## src/rtl/alu_if.sv

```systemverilog
// ============================================================================
// Module : typepkg / alu_if
// Brief  : ALU opcode package and the operand/result bundle used at the ALU port.
// Rev    : 1.0  initial release
// ============================================================================
`default_nettype none

package typepkg;
    typedef enum logic [3:0] {
        ALU_OP_ADD    = 4'd0,
        ALU_OP_SUB    = 4'd1,
        ALU_OP_AND    = 4'd2,
        ALU_OP_OR     = 4'd3,
        ALU_OP_XOR    = 4'd4,
        ALU_OP_SLL    = 4'd5,
        ALU_OP_SRL    = 4'd6,
        ALU_OP_SRA    = 4'd7,
        ALU_OP_SLT    = 4'd8,
        ALU_OP_SLTU   = 4'd9,
        ALU_OP_COPY_A = 4'd10
    } alu_op_t;

    // Recognisable marker driven on the result for any undefined opcode.
    localparam logic [31:0] BAD_VAL = 32'hDEAD_BEEF;
endpackage

interface alu_if #(
    parameter int XLEN = 32
);
    logic [XLEN-1:0]  operand_a;
    logic [XLEN-1:0]  operand_b;
    typepkg::alu_op_t alu_op;
    logic [XLEN-1:0]  result;
    logic             alu_zero;
    logic             alu_less;
    logic             alu_uless;
    logic [XLEN-1:0]  result_q;
    logic [2:0]       flags_q;
    logic             bad_op;
    logic             bad_op_sticky;

    modport master (
        output operand_a, operand_b, alu_op,
        input  result, alu_zero, alu_less, alu_uless,
        input  result_q, flags_q, bad_op, bad_op_sticky
    );

    modport slave (
        input  operand_a, operand_b, alu_op,
        output result, alu_zero, alu_less, alu_uless,
        output result_q, flags_q, bad_op, bad_op_sticky
    );
endinterface

`default_nettype wire

```

## src/rtl/alu.sv

```systemverilog
// ============================================================================
// Module : alu
// Brief  : 32-bit execute-stage ALU with compare flags, registered copies and
//          a sticky illegal-opcode indicator.
// Rev    : 1.0  initial release
// ============================================================================
`default_nettype none

module alu #(
    parameter int XLEN = 32
) (
    input  wire logic clk,
    input  wire logic rst_n,
    alu_if.slave      bus
);
    import typepkg::*;

    logic [XLEN-1:0] result;
    logic            bad_op;
    logic            alu_less;
    logic            alu_uless;
    logic            alu_zero;
    logic [4:0]      shamt;

    logic [XLEN-1:0] result_d;
    logic [XLEN-1:0] result_q;
    logic [2:0]      flags_d;
    logic [2:0]      flags_q;
    logic            sticky_d;
    logic            sticky_q;

    assign shamt     = bus.operand_b[4:0];
    assign alu_less  = $signed(bus.operand_a) < $signed(bus.operand_b);
    assign alu_uless = bus.operand_a < bus.operand_b;
    assign alu_zero  = (result == '0);

    always_comb begin
        result = '0;
        bad_op = 1'b0;
        case (bus.alu_op)
            ALU_OP_ADD:    result = bus.operand_a + bus.operand_b;
            ALU_OP_SUB:    result = bus.operand_a - bus.operand_b;
            ALU_OP_AND:    result = bus.operand_a & bus.operand_b;
            ALU_OP_OR:     result = bus.operand_a | bus.operand_b;
            ALU_OP_XOR:    result = bus.operand_a ^ bus.operand_b;
            ALU_OP_SLL:    result = bus.operand_a << shamt;
            ALU_OP_SRL:    result = bus.operand_a >> shamt;
            ALU_OP_SRA:    result = $signed(bus.operand_a) >>> shamt;
            ALU_OP_SLT:    result = {{(XLEN-1){1'b0}}, alu_less};
            ALU_OP_SLTU:   result = {{(XLEN-1){1'b0}}, alu_uless};
            ALU_OP_COPY_A: result = bus.operand_a;
            default: begin
                result = BAD_VAL;
                bad_op = 1'b1;
            end
        endcase
    end

    always_comb begin
        result_d = result;
        flags_d  = {alu_zero, alu_less, alu_uless};
        sticky_d = sticky_q | bad_op;
    end

    // Reset wins over a bad opcode presented on the same edge.
    always_ff @(posedge clk) begin
        if (!rst_n) begin
            result_q <= '0;
            flags_q  <= 3'b000;
            sticky_q <= 1'b0;
        end else begin
            result_q <= result_d;
            flags_q  <= flags_d;
            sticky_q <= sticky_d;
        end
    end

    assign bus.result        = result;
    assign bus.alu_zero      = alu_zero;
    assign bus.alu_less      = alu_less;
    assign bus.alu_uless     = alu_uless;
    assign bus.bad_op        = bad_op;
    assign bus.result_q      = result_q;
    assign bus.flags_q       = flags_q;
    assign bus.bad_op_sticky = sticky_q;

endmodule

`default_nettype wire

```

## src/flat_wrapper.sv

```systemverilog
// flat-port wrapper written by rule: the top's interface ports become plain ports
module alu_flat import typepkg::*;
#(
    parameter int XLEN = 32
)
  (clk, rst_n, bus_operand_a, bus_operand_b, bus_alu_op, bus_result, bus_alu_zero, bus_alu_less, bus_alu_uless, bus_result_q, bus_flags_q, bus_bad_op, bus_bad_op_sticky);
  alu_if #(.XLEN(XLEN)) bus_i ();
  input  wire logic clk;
  input  wire logic rst_n;
  input wire logic [$bits(bus_i.operand_a)-1:0] bus_operand_a;
  input wire logic [$bits(bus_i.operand_b)-1:0] bus_operand_b;
  input wire logic [$bits(bus_i.alu_op)-1:0] bus_alu_op;
  output wire logic [$bits(bus_i.result)-1:0] bus_result;
  output wire logic [$bits(bus_i.alu_zero)-1:0] bus_alu_zero;
  output wire logic [$bits(bus_i.alu_less)-1:0] bus_alu_less;
  output wire logic [$bits(bus_i.alu_uless)-1:0] bus_alu_uless;
  output wire logic [$bits(bus_i.result_q)-1:0] bus_result_q;
  output wire logic [$bits(bus_i.flags_q)-1:0] bus_flags_q;
  output wire logic [$bits(bus_i.bad_op)-1:0] bus_bad_op;
  output wire logic [$bits(bus_i.bad_op_sticky)-1:0] bus_bad_op_sticky;
  assign bus_i.operand_a = bus_operand_a;
  assign bus_i.operand_b = bus_operand_b;
  assign bus_i.alu_op = bus_alu_op;
  assign bus_result = bus_i.result;
  assign bus_alu_zero = bus_i.alu_zero;
  assign bus_alu_less = bus_i.alu_less;
  assign bus_alu_uless = bus_i.alu_uless;
  assign bus_result_q = bus_i.result_q;
  assign bus_flags_q = bus_i.flags_q;
  assign bus_bad_op = bus_i.bad_op;
  assign bus_bad_op_sticky = bus_i.bad_op_sticky;
  alu #(.XLEN(XLEN)) u_core (.clk(clk), .rst_n(rst_n), .bus(bus_i));
endmodule
```

## config.mk

```make
export PLATFORM = sky130hd
export DESIGN_NAME = alu_flat
export DESIGN_NICKNAME = d
export VERILOG_FILES = /design/src/rtl/alu_if.sv /design/src/rtl/alu.sv /design/src/flat_wrapper.sv
export SDC_FILE = /design/constraint.sdc
export NUM_CORES = 1
export LEC_CHECK = 0
export CAP_MARGIN = 20
export CORE_MARGIN = 3
export CORE_UTILIZATION = 28
export DETAILED_ROUTE_END_ITERATION = 10
export PLACE_DENSITY = 0.54
export SKIP_LAST_GASP = 1
export SYNTH_ARGS = -nofsm -noshare
export SYNTH_HDL_FRONTEND = slang
export SYNTH_SLANG_ARGS = --single-unit
```

## constraint.sdc

```tcl
create_clock -name clk -period 6.1 [get_ports clk]
set_input_delay 1.22 -clock clk [delete_from_list [all_inputs] [get_ports clk]]
set_output_delay 1.22 -clock clk [all_outputs]
set_load 0.05 [all_outputs]
```

# ---- After elaboration in Yosys (flattened, before gate mapping)
# Index checks and enable logic that the tools add are counted.
dict set report op_classes {
  addsub 2
  order_cmp 2
  eq_ne 10
  shifts 3
  mux 2
  bitwise 4
  reduce_logical 3
}
# operator count
set op_table {}
lappend op_table {{32-bit case mux with 11 select lines} 1}
lappend op_table {{32-bit less-than comparator} 2}
lappend op_table {{32-bit adder} 1}
lappend op_table {{32-bit AND} 1}
lappend op_table {{32-bit logical NOT} 1}
lappend op_table {{32-bit bitwise OR} 1}
lappend op_table {{32-bit by 5-bit left shift with 32-bit output} 1}
lappend op_table {{32-bit by 5-bit >> shifter with 32-bit output} 1}
lappend op_table {{32-bit by 5-bit >>> shifter with 32-bit output} 1}
lappend op_table {{32-bit subtractor} 1}
lappend op_table {{32-bit bitwise XOR} 1}
lappend op_table {{4-bit by 3-bit == test with 1-bit output, second input constant} 4}
lappend op_table {{4-bit == test, second input constant} 3}
lappend op_table {{11-bit OR reduction} 1}
lappend op_table {{4-bit by 2-bit == test with 1-bit output, second input constant} 2}
lappend op_table {{4-bit by 1-bit == test with 1-bit output, second input constant} 1}
lappend op_table {{4-bit logical NOT} 1}
lappend op_table {{1-bit 2-to-1 mux} 1}
lappend op_table {{1-bit bitwise OR} 1}
dict set report totals {
  reg_bits 36
  wordCells 29
}

# ---- Logic depth before layout (Yosys ltp)
# Gate-level depths: netlist of the first run.
dict set report depth {
  word_depth 4
  mapped_depth 16
}

# ---- Least setup slack after synthesis of the first run
# Ideal clock, no wire load.
dict set report synth_path {
  kind {input port to output port}
  start {in bus_operand_b[2]}
  end {out bus_alu_zero}
  t_arrival_ns 6.284
  setup_slack_ns -1.404
  path_stages 15
  path_cell_list {clkinv_1 buf_2 clkbuf_1 clkbuf_1 ha_1 buf_2 nor3_1 o31ai_1 a21oi_1 or4b_2 a31o_2 a31oi_1 o21ai_0 or4_1 nor4_2}
}
dict set report synth_between {
  elab_chain_cells 3
}
# item line_no
set synth_rtl {}
lappend synth_rtl {{from (decl)} flat_wrapper.sv:11} ;# input wire logic [$bits(bus_i.operand_b)-1:0] bus_operand_b;
lappend synth_rtl {{32-bit subtractor (tied with other cells)} alu.sv:42} ;# ALU_OP_SUB: result = bus.operand_a - bus.operand_b;
lappend synth_rtl {{32-bit case mux with 11 select lines (*)} alu.sv:40} ;# case (bus.alu_op)
lappend synth_rtl {{net bus_result[26]} flat_wrapper.sv:13} ;# output wire logic [$bits(bus_i.result)-1:0] bus_result;
lappend synth_rtl {{32-bit logical NOT (*)} alu.sv:35} ;# assign alu_zero = (result == '0);
lappend synth_rtl {{to (decl)} flat_wrapper.sv:14} ;# output wire logic [$bits(bus_i.alu_zero)-1:0] bus_alu_zero;
# Mark *: on every way through the listed nets, which the timed path passes. The rest lies on a longest branch.

# ---- Final worst setup path of the first run
dict set report layout_path {
  start {in bus_operand_a[25]}
  end {out bus_alu_zero}
}
dict set report layout_between {
  elab_chain_cells 3
}
# item line_no
set layout_rtl {}
lappend layout_rtl {{from (decl)} flat_wrapper.sv:10} ;# input wire logic [$bits(bus_i.operand_a)-1:0] bus_operand_a;
lappend layout_rtl {{32-bit subtractor (tied with other cells)} alu.sv:42}
lappend layout_rtl {{32-bit case mux with 11 select lines (*)} alu.sv:40}
lappend layout_rtl {{32-bit logical NOT (*)} alu.sv:35}
# Mark *: on every way between the ends. The rest lies on a longest branch, timed or not.

==> impl_metrics.json, run 1 <==
{
  "status": "finished, violations left",
  "violations": "negative setup slack",
  "hold_viol_final": 0,
  "place_congestion": 1.028,
  "initial_core_util": 0.2877,
  "hold_class": "reg2reg",
  "p_leak_nw": 9.353,
  "clkTransAtPathRegs_ns": 0.06,
  "ys_types": 90,
  "antenna_found_initial": 0,
  "cp_slowest_cell": "mux4_2",
  "slew_headroom": 0.2947,
  "dieArea_um2": 45040,
  "clock_latency_ns": 0.30,
  "area_growth_pct": 78.04,
  "worst-slew-pin-transition_ns": 1.050,
  "grt_pass1_wl_um": 124800,
  "ant_nets": 0,
  "p_total_w": 0.002905,
  "grtUsageTotal": 0.3824,
  "syn-instance-count": 1673,
  "crit_type": "in2out",
  "cts_max_level": 2,
  "power.density_nw_per_um2": 137.0,
  "synth_nets": 1846,
  "clock_skew_ns": 0,
  "numCtsBuffers": 5,
  "grt_overflow": 0,
  "place_ws_ns": -0.8367,
  "portBuffers": 141,
  "die_x_um": 212.2,
  "vias": 18049,
  "use_met1": 0.4964,
  "maxCapViolCount": 0,
  "drt_wl_total_um": 88770,
  "grt_pass1_vias": 17785,
  "final.period_utilization": 1.018,
  "cp-start-kind": "primary input",
  "design_area_um2": 21200,
  "drc_errors": 0,
  "path_cells": "dlygate4sd2_1, mux4_2, buf_4, mux2i_1, buf_4, mux2_2, nor2_1, a221oi_2, nand4_1, or4_4, nor4_4, buf_4, nand4_1, nor4_4, buf_4, buf_12",
  "grt_start_max_net_pins": 37,
  "cp_slowest_stage_delay_ns": 0.56,
  "num_io_pins": 142,
  "cp.arrival_ns": 4.99,
  "ys_ff_latch": 36,
  "drt_pass1_iterations": 6,
  "post_drt_wl_per_cell_um": 29.62,
  "end_kind": "output pin",
  "synth_area_um2": 11910,
  "met2_usage": 0.6170,
  "vdd_drop_max_mv": 0.1689,
  "finalHoldWorstSlack_ns": 0.4746,
  "cts_root_buffer": "clkbuf_16",
  "setup_viol": 1,
  "synth_ff_type": "dfxtp_1",
  "fin_crit_ns": 6.207,
  "final_layout_size_suffix_gt1_frac": 0.4507,
  "fillers": 4089,
  "rsz0062_at_grt": "true",
  "rows": 74,
  "setup_tns_ns": -0.1070,
  "yosysSeqAreaShare": 0.06052,
  "detail_route.iter0.violations": 1905,
  "critPathMaxFanout": 3,
  "antennaDiodeCount": 0,
  "fin_nets": 2637,
  "place_hpwl_um": 73920,
  "busiest_layer": "met2",
  "avgSynthCellArea_um2": 7.118,
  "clock-sinks": 36,
  "max_freq_ghz": 0.1611,
  "cpMostUsedCell": "buf_4",
  "cts_tree": "built",
  "grt_use_met3": 0.05563,
  "clock_path_buffers": 2,
  "dpl_cell_area_um2": 19340,
  "core_um2": 41390,
  "synth_edf_count": 0,
  "async_flop_share": 0,
  "required_ns": 4.88,
  "maxSlewViolCount": 0,
  "setup_ws_ns": -0.1070,
  "die_y_um": 212.2,
  "yosysWarnings": 0,
  "viasPerCell": 6.022
}
==> per-layer routing <==
layer / vias to the layer above / wire, µm
li1: 7931 / -
met1: 8812 / 35850
met2: 1050 / 39700
met3: 256 / 7366
met4: 0 / 5862
met5: - / 0
==> power by group <==
part	switching, W	total, W	internal, W
combinational	0.00132	0.00237	0.00105
clock	0.000108	0.000271	0.000163
sequential	0.00000564	0.000264	0.000259
total	0.00143	0.00291	0.00147
==> metrics by stage <==
stage,std cells,util
2_1_floorplan,1673,-
3_3_place_gp,2921,0.4672
3_5_place_dp,2922,0.4673
4_1_cts,2990,0.5087
5_1_grt,2997,0.5122
6_report,2997,0.5122
==> placed cells by master (no fill, tap or decap), types with 10 or more instances in the layout <==
cell,synthesis,routed
nor3_1,53,42
and2_1,36,36
a21o_1,16,16
mux2i_1,71,63
a31oi_1,19,15
nor4_1,35,18
ha_1,101,77
clkdlybuf4s50_1,0,49
o211ai_1,21,21
inv_1,94,81
a22oi_1,17,15
a21oi_1,115,96
ha_4,0,21
mux4_2,38,41
nand2_1,151,140
a211oi_1,28,23
o21ai_1,0,10
nand4_1,27,27
dfxtp_1,36,36
nand3_1,44,43
buf_2,30,11
o31ai_1,23,15
nor2_1,141,136
nor3_2,0,10
o21ai_0,85,71
inv_2,2,12
o221ai_1,19,19
buf_4,5,718
xnor2_1,14,14
buf_6,3,41
a21oi_2,0,16
nor2b_1,36,31
nand2b_1,25,25
buf_12,0,48
mux2_2,34,32
o22ai_1,23,22
dlygate4sd2_1,0,38
or3_1,13,12
==> worst paths after layout <==
path         slack, ns                startpoint  cells after the start                       end
max              -0.11         bus_operand_a[25]                     16              bus_alu_zero
min               0.47  u_core.bus.bad_op_sticky                      1  u_core.bus.bad_op_sticky
max reg2reg       5.51  u_core.bus.bad_op_sticky                      1  u_core.bus.bad_op_sticky
min reg2reg       0.47  u_core.bus.bad_op_sticky                      1  u_core.bus.bad_op_sticky
==> critical path, delay by kind of cell <==
family,cells,cell delay (ns)
buffers and inverters,6,1.06
AND/OR/NAND/NOR,6,1.52
multiplexers,3,0.89
AO/OA/AOI/OAI,1,0.28
==> final cells by class <==
cell class,count,area [µm²],area share
multi-input combinational,1405,11420,0.5385
timing repair buffer,918,7854,0.3705
sequential,36,720.7,0.03399
tap,532,665.6,0.03140
inverter,98,396.6,0.01871
clock buffer,8,146.4,0.006905
==> flip-flops by register name, summed over array words and instances, names as in the netlist <==
signal	flops
u_core.bus.result_q	32
u_core.bus.flags_q	3
u_core.bus.bad_op_sticky	1
==> cell usage after synthesis, drive strengths merged, types with 20 or more instances <==
| master | instances | area share |
|---|---|---|
| nor2 | 141 | 0.044 |
| nor4 | 36 | 0.019 |
| o31ai | 23 | 0.015 |
| buf | 56 | 0.024 |
| o221ai | 20 | 0.015 |
| nand4 | 27 | 0.014 |
| a21oi | 115 | 0.048 |
| clkbuf | 78 | 0.025 |
| ha | 101 | 0.11 |
| inv | 96 | 0.030 |
| o211ai | 21 | 0.013 |
| nor3 | 53 | 0.022 |
| mux4 | 41 | 0.078 |
| nor2b | 36 | 0.019 |
| nand2b | 25 | 0.013 |
| a211oi | 28 | 0.018 |
| dfxtp | 36 | 0.061 |
| mux2i | 72 | 0.062 |
| o21ai | 85 | 0.036 |
| o22ai | 23 | 0.012 |
| nand2 | 151 | 0.048 |
| nand3 | 44 | 0.018 |
| mux2 | 35 | 0.033 |
| and2 | 37 | 0.019 |
==> cells by family after synthesis <==
kind of cell	synth area share
compound gates	0.2984
xor+xnor	0.01545
buf+inv	0.07986
fa+ha+maj	0.1095
flops	0.06052
simple gates	0.2628
mux	0.1735
==> timing repair <==
action / CTS / global route
hold buffers: 0 / 0
cloned: 4 / 0
setup endpoints to repair: 4 / 1
pin swaps: 55 / 21
resized for setup: 315 / 33
buffers inserted: 56 / 7
No activity file was read; power rests on OpenSTA's default activity.
==> inputs of run 2 (changes only) <==
ABC_CLOCK_PERIOD_IN_PS = 6100   (was default)
==> results of run 2 <==
Same layout as run 1: the final DEF is identical, and so are final timing and power.
